[src/rtl/cpu_pkg.sv]
// Shared definitions for the 8-bit CPU: control word bit positions, the inactive
// control word and the program loader state encoding.
package cpu_pkg;

  localparam int CW_CP   = 14;
  localparam int CW_EP   = 13;
  localparam int CW_LP   = 12;
  localparam int CW_NLMA = 11;
  localparam int CW_NLMD = 10;
  localparam int CW_NCE  = 9;
  localparam int CW_NLR  = 8;
  localparam int CW_NLI  = 7;
  localparam int CW_NEI  = 6;
  localparam int CW_NLA  = 5;
  localparam int CW_EA   = 4;
  localparam int CW_SUB  = 3;
  localparam int CW_EU   = 2;
  localparam int CW_NLB  = 1;
  localparam int CW_NLO  = 0;

  // Active-high strobes low, active-low strobes high: nothing happens on the datapath.
  localparam logic [14:0] IDLE_CW = 15'h0FE3;

  typedef enum logic [2:0] {
    L_IDLE  = 3'd0,
    L_ADDR  = 3'd1,
    L_DATA  = 3'd2,
    L_WRITE = 3'd3,
    L_NEXT  = 3'd4,
    RUN     = 3'd5
  } loader_state_e;

endpackage

[src/rtl/program_loader.sv]
// Program loader: owns the CPU while load_req is high and sequences host bytes into
// MAR/RAM over the shared bus; otherwise passes the control word through and releases reset.
module program_loader
  import cpu_pkg::*;
#(
  parameter int ADDR_W = 4,
  parameter int DATA_W = 8,
  parameter int CW_W   = 15,
  parameter logic [CW_W-1:0] IDLE_CW = cpu_pkg::IDLE_CW
) (
  input  logic              clk,
  input  logic              rst,
  input  logic              load_req,
  input  logic              host_valid,
  input  logic              host_cmd,
  input  logic [DATA_W-1:0] host_data,
  output logic              host_ready,
  input  logic [CW_W-1:0]   cw_in,
  output logic [CW_W-1:0]   cw_out,
  output logic              bus_drive,
  output logic [DATA_W-1:0] bus_data,
  output logic              cpu_rst_n,
  output logic [ADDR_W-1:0] load_addr,
  output logic              wrapped,
  output logic [2:0]        dbg_state
);

  loader_state_e     state_q, state_d;
  logic [ADDR_W-1:0] addr_q, addr_d;
  logic [DATA_W-1:0] byte_q, byte_d;
  logic              wrapped_q, wrapped_d;
  logic [ADDR_W-1:0] addr_inc;
  logic              accept;

  // Host handshake: a byte transfers in a cycle where host_valid && host_ready;
  // host_ready is high only in L_IDLE, so the host must hold its byte until then.
  assign accept   = host_valid && (state_q == L_IDLE);
  assign addr_inc = addr_q + 1'b1;

  always_ff @(posedge clk) begin
    if (rst) begin
      state_q   <= L_IDLE;
      addr_q    <= '0;
      byte_q    <= '0;
      wrapped_q <= 1'b0;
    end else begin
      state_q   <= state_d;
      addr_q    <= addr_d;
      byte_q    <= byte_d;
      wrapped_q <= wrapped_d;
    end
  end

  always_comb begin
    state_d   = state_q;
    addr_d    = addr_q;
    byte_d    = byte_q;
    wrapped_d = wrapped_q;
    case (state_q)
      L_IDLE: begin
        if (accept) begin
          if (!host_cmd) begin
            addr_d    = host_data[ADDR_W-1:0];
            wrapped_d = 1'b0;
            state_d   = L_ADDR;
          end else begin
            byte_d  = host_data;
            state_d = L_DATA;
          end
        end else if (!load_req) begin
          state_d = RUN;
        end
      end
      L_ADDR:  state_d = L_IDLE;
      L_DATA:  state_d = L_WRITE;
      L_WRITE: state_d = L_NEXT;
      L_NEXT: begin
        addr_d = addr_inc;
        if (addr_q == {ADDR_W{1'b1}}) wrapped_d = 1'b1;
        state_d = L_IDLE;
      end
      RUN: begin
        if (load_req) state_d = L_IDLE;
      end
      default: state_d = L_IDLE;
    endcase
  end

  // Moore decode of the state register; only RUN forwards cw_in combinationally.
  always_comb begin
    cw_out     = IDLE_CW;
    bus_drive  = 1'b0;
    bus_data   = '0;
    host_ready = 1'b0;
    cpu_rst_n  = 1'b0;
    case (state_q)
      L_IDLE: host_ready = 1'b1;
      L_ADDR: begin
        bus_drive       = 1'b1;
        bus_data        = DATA_W'(addr_q);
        cw_out[CW_NLMA] = 1'b0;
      end
      L_DATA: begin
        bus_drive       = 1'b1;
        bus_data        = byte_q;
        cw_out[CW_NLMD] = 1'b0;
      end
      L_WRITE: cw_out[CW_NLR] = 1'b0;
      L_NEXT: begin
        bus_drive       = 1'b1;
        bus_data        = DATA_W'(addr_inc);
        cw_out[CW_NLMA] = 1'b0;
      end
      RUN: begin
        cw_out    = cw_in;
        cpu_rst_n = 1'b1;
      end
      default: ;
    endcase
  end

  assign load_addr = addr_q;
  assign wrapped   = wrapped_q;
  assign dbg_state = state_q;

endmodule

[config.mk]
export PLATFORM = sky130hd
export DESIGN_NAME = program_loader
export DESIGN_NICKNAME = d
export VERILOG_FILES = /design/src/rtl/cpu_pkg.sv /design/src/rtl/program_loader.sv
export SDC_FILE = /design/constraint.sdc
export NUM_CORES = 1
export LEC_CHECK = 0
export ABC_AREA = 1
export CAP_MARGIN = 5
export CELL_PAD_IN_SITES_DETAIL_PLACEMENT = 0
export CELL_PAD_IN_SITES_GLOBAL_PLACEMENT = 1
export CORE_AREA = 2 2 75 63
export DETAILED_ROUTE_END_ITERATION = 7
export DIE_AREA = 0 0 77 65
export PLACE_DENSITY_LB_ADDON = 0.1
export SYNTH_ARGS = -nofsm -noshare
export SYNTH_HDL_FRONTEND = slang
export SYNTH_SLANG_ARGS = --single-unit
export TNS_END_PERCENT = 1
[constraint.sdc]
create_clock -name clk -period 2.62 [get_ports clk]
set_clock_uncertainty 0.15 [all_clocks]
set_input_delay 0.786 -clock clk [delete_from_list [all_inputs] [get_ports clk]]
set_output_delay 0.786 -clock clk [all_outputs]
set_load 0.02 [all_outputs]
# After elaboration in Yosys (flattened, before gate mapping)
# Cells that the tools add are included.
[word_totals]
ff_bits = 16
output_inout_bits = 34
inputBits = 28
[classes]
mux = 22
add_sub_neg = 1
n_reduce_logical = 9
n_eq_ne = 11
[ops]
columns = ["operator", "count"]
rows = [
  ["one-hot mux 8 bit (3 select lines)", 1],
  ["2-to-1 mux 3 bit", 4],
  ["one-hot mux 3 bit (4 select lines)", 1],
  ["2-to-1 mux 4 bit", 2],
  ["2-to-1 mux 8 bit", 1],
  ["!= test 2 bit (second input constant)", 4],
  ["one-hot mux 1 bit (2 select lines)", 4],
  ["one-hot mux 4 bit (2 select lines)", 1],
  ["2-to-1 mux 1 bit", 7],
  ["== test 3 x 2 -> 1 bit (second input constant)", 2],
  ["== test 3 bit (second input constant)", 2],
  ["AND reduction 3 bit", 2],
  ["adder 4 x 1 -> 4 bit (second input constant)", 1],
  ["== test 4 bit (second input constant)", 1],
  ["AND reduction 4 bit", 1],
  ["== test 3 x 1 -> 1 bit (second input constant)", 1],
  ["zero test 3 bit", 1],
  ["!= test 3 bit (second input constant)", 1],
  ["OR reduction 3 bit", 1],
  ["2-to-1 mux 2 bit", 1],
  ["AND reduction 2 bit", 1],
  ["nonzero test 2 bit", 1],
  ["OR reduction 2 bit", 1],
  ["logical AND 1 bit", 1],
]

# Depth between registers and ports, before layout
[depth]
word_depth = 4
mapped_depth = 8
depth_no_buf = 8

# Worst setup path before layout
# OpenSTA, ideal clock, no wires.
[synth_path]
path_type = "register to output"
from = "register state_q[2], in the netlist dbg_state[2]"
to = "output port bus_data[0]"
path_stages_with_launch = 6
setup_slack_ps = 380
required_ps = 1684
path_buffers = 2
arrival_ps = 1304
path_cell_list = "dfxtp_1 -> inv_2 -> buf_6 -> nand3_1 -> buf_2 -> o211ai_1"
[synth_via]
elab_chain_cells = 2
[synth_rtl]
columns = ["element", "line_no", "text"]
rows = [
  ["from (decl)", "program_loader.sv:28", "loader_state_e state_q, state_d;"],
  ["from (signal assigned)", "program_loader.sv:47", "state_q <= state_d;"],
  ["== test 3 bit (tied with other cells)", "program_loader.sv:96", "case (state_q)"],
  ["one-hot mux 8 bit (3 select lines) (*)", "program_loader.sv:96", ""],
  ["to (decl)", "program_loader.sv:21", "output logic [DATA_W-1:0] bus_data,"],
]
# Mark *: on every way between the ends. The rest lies on a longest branch, timed or not.

# Final worst setup path
[layout_path]
from = "input port cw_in[8]"
to = "output port cw_out[8]"
[layout_via]
elab_chain_cells = 1
[layout_rtl]
columns = ["element", "line_no", "text"]
rows = [
  ["from (decl)", "program_loader.sv:18", "input logic [CW_W-1:0] cw_in,"],
  ["one-hot mux 1 bit (2 select lines)", "program_loader.sv:96", ""],
  ["to (decl)", "program_loader.sv:19", "output logic [CW_W-1:0] cw_out,"],
]
# Every way passes these cells.

==> results.py <==
metrics = {
    "run_status": {
        "status": "finished, final reports clean",
    },
    "yosys": {
        "syn_inst": 175,
        "ys_ff_latch": 16,
        "synthArstFlopShare": 0,
        "synth_common_cells": "45 x nand2_1, 37 x nor2_1, 26 x inv_1",
        "synth_area_leader_cell": "dfxtp_1",
        "synth_area_um2": 1060,
        "synth-seq-area-share": 0.302,
        "ys_warn_count": 0,
        "syn_nets": 204,
        "synth_most_common_cell": "nand2_1",
        "synth_enable_flop_cells": 0,
        "synth.distinct_cells": 22,
        "avgSynthCellArea_um2": 6.06,
        "netlist.area_leader.share": 0.302,
        "synth_area_leaders": "dfxtp_1 30%, nand2_1 16%, nor2_1 13%, inv_1 9.2%, o21ai_0 3.8%",
        "synth_flop_cell": "dfxtp_1",
    },
    "global_routing": {
        "grt_use_met3": 0.0348,
        "grt_first_pass_wirelength_um": 5270,
        "grt-busiest-layer": "met2",
        "use_met2": 0.202,
        "grt_max_degree": 18,
        "grt_usage": 0.132,
        "antenna_found_initial": 0,
        "grt_pass1_vias": 1147,
        "overflow": 0,
        "use_met1": 0.182,
    },
    "finish": {
        "syn2layout_area_growth_pct": 67.8,
        "fillers": 504,
        "drive_above_1_share": 0.180,
        "fin_nets": 274,
        "finish.utilization": 0.409,
        "diodes": 0,
    },
    "power_and_ir_drop": {
        "pwr-share-comb": 0.406,
        "seqPwrFrac": 0.334,
        "p_switching_uw": 303,
        "swShare": 0.351,
        "pwr-share-clk": 0.260,
        "p_int_uw": 559,
        "powerDensity_nw_per_um2": 485,
        "p_leak_nw": 0.891,
        "peakVddDrop_v": 0.000156,
    },
    "placed_design": {
        "io_buffers": 61,
        "gp_congestion": 0.739,
        "dp_slack_ps": -329,
        "dp_hpwl_um": 2570,
    },
    "run": {
        "drv_cap": 0,
    },
    "worst_setup_path": {
        "reg2reg_to": "load_addr[1]$_SDFFE_PP0P_",
        "cp-end-kind": "output port",
        "r2r_cells": 8,
        "slowest_stage": "clkdlybuf4s50_1",
        "ff2ff_setup_slack_ps": 1150,
        "path_cells": "clkdlybuf4s50_1 -> o21a_1 -> clkdlybuf4s15_1",
        "critPathLaunchType": "input port",
        "worst-setup-path-type": "input port to output port",
        "arrival_ps": 1650,
        "required_ps": 1680,
        "cpPeakStageDelay_ps": 450,
        "crit_fanout": 1,
        "r2r-start": "dbg_state[1]$_SDFFE_PP0P_",
    },
    "die": {
        "ios": 62,
        "die_area_um2": 5010,
        "die_h_um": 65,
        "die_width_um": 77,
        "std_cell_rows": 22,
        "fp.coreArea_um2": 4350,
        "start_util": 0.244,
    },
    "detailed_routing": {
        "firstDrtPassIters": 4,
        "num_vias": 1217,
        "routed_wl_um": 3240,
        "drt_iter0_drc": 41,
        "via_per_inst": 4.00,
        "wire_per_inst_um": 10.7,
        "antenna_left": 0,
        "drc_errors": 0,
    },
    "clocking": {
        "cts-hold-fix-buffers": 0,
        "cts_tree": "yes",
        "cts_buffers": 3,
        "h-tree-depth": 1,
        "worstSkewPairLatency_ps": 250,
        "clkSlewWorstSetupHoldPaths_ps": 70,
        "cts_sinks": 16,
        "cts_setup_buffers": 0,
        "ctsResizeCount": 56,
        "cts.path.max_buffers": 2,
        "cts_root_buf": "clkbuf_8",
    },
    "worst_hold_path": {
        "holdCritStartpoint": "wrapped$_SDFFE_PP0P_",
        "min_path_type": "flip-flop to flip-flop",
        "min_path_cells": 2,
        "whs_endpoint": "wrapped$_SDFFE_PP0P_",
    },
    "timing": {
        "relSlewSlack": 0.704,
        "grt_setup_unrepaired": "false",
        "max_slew.worst_pin.slew_ps": 444,
        "fin_crit_sh": 0.987,
        "slew_viol_final": 0,
        "setup_slack_ps": 35.2,
        "final-hold-violation-count": 0,
        "layout_min_cycle_time_ps": 2580,
        "setup_tns_ps": 0,
        "finalSetupViolCount": 0,
        "max_freq_mhz": 387,
    },
}
-- power by group through the flow --
stage	combinational, mW	clock, mW	sequential (mW)
6_report	0.350	0.224	0.288
5_1_grt	0.389	0.245	0.290
4_1_cts	0.357	0.232	0.288
3_5_place_dp	0.367	0	0.293
3_3_place_gp	0.368	0	0.293
2_1_floorplan	0.172	0	0.317
-- how the worst max path moves through the flow --
| stage | startpoint | endpoint | slack (ps) | depth (start not counted) |
|---|---|---|---|---|
| after floorplan | dbg_state[2]$_SDFFE_PP0P_ | bus_data[0] | 380 | 5 |
| after global placement | cw_in[9] | cw_out[9] | -320 | 3 |
| after detailed placement | cw_in[9] | cw_out[9] | -330 | 3 |
| after CTS | cw_in[11] | cw_out[11] | -0.7 | 4 |
| after global routing | cw_in[8] | cw_out[8] | 6 | 3 |
| final | cw_in[8] | cw_out[8] | 40 | 3 |
-- state kept, by name (all words and copies together) (netlist names) --
register,cells
byte_q,8
load_addr,4
dbg_state,3
wrapped,1
-- routing by layer --
metal | vias up | wire length (um)
met3 | 2 | 143
met5 | - | 0
met4 | 0 | 21
li1 | 670 | -
met2 | 32 | 1410
met1 | 513 | 1670
-- metrics by stage --
stage	hold slack [ps]	cell area, um^2	instances	total power [mW]
floorplan	345	1060	175	0.489
global placement	288	1790	300	0.661
detailed placement	294	1790	300	0.659
CTS	304	1810	304	0.877
global route	324	1780	304	0.924
finish	300	1780	304	0.862
-- layout by cell type, fill, tap and decap left out, types with 4 or more instances in the layout --
cell / n
or2_2: 6
clkbuf_2: 6
buf_2: 7
buf_4: 8
nand2_1: 45
nor2_1: 36
clkbuf_8: 4
o211ai_1: 5
inv_1: 26
o21ai_0: 8
a21oi_1: 6
clkdlybuf4s50_1: 35
dfxtp_1: 16
nand3_1: 5
dlygate4sd2_1: 10
-- worst max-delay path, delay by kind of cell --
| kind | cells | cell delay [ps] |
|---|---|---|
| compound gates | 1 | 110 |
| buf+inv | 2 | 750 |
-- cell type report --
type	instances	area, um^2	share of cell area
Timing Repair Buffer	70	617	0.347
Multi-Input combinational cell	125	602	0.338
Sequential cell	16	320	0.180
Inverter	29	109	0.0612
Tap cell	60	75.1	0.0422
Clock buffer	4	55.1	0.0310
-- cells by family (layout without fill, tap and decap cells) --
family,count (synthesis),in the layout,share of synthesized area
AO/OA/AOI/OAI,23,23,0.129
adder cells (fa/ha/maj),1,1,0.0118
AND/OR/NAND/NOR,101,101,0.420
buffers and inverters,34,103,0.137
flip-flops,16,16,0.302
Power figures use the tool's default switching activity.
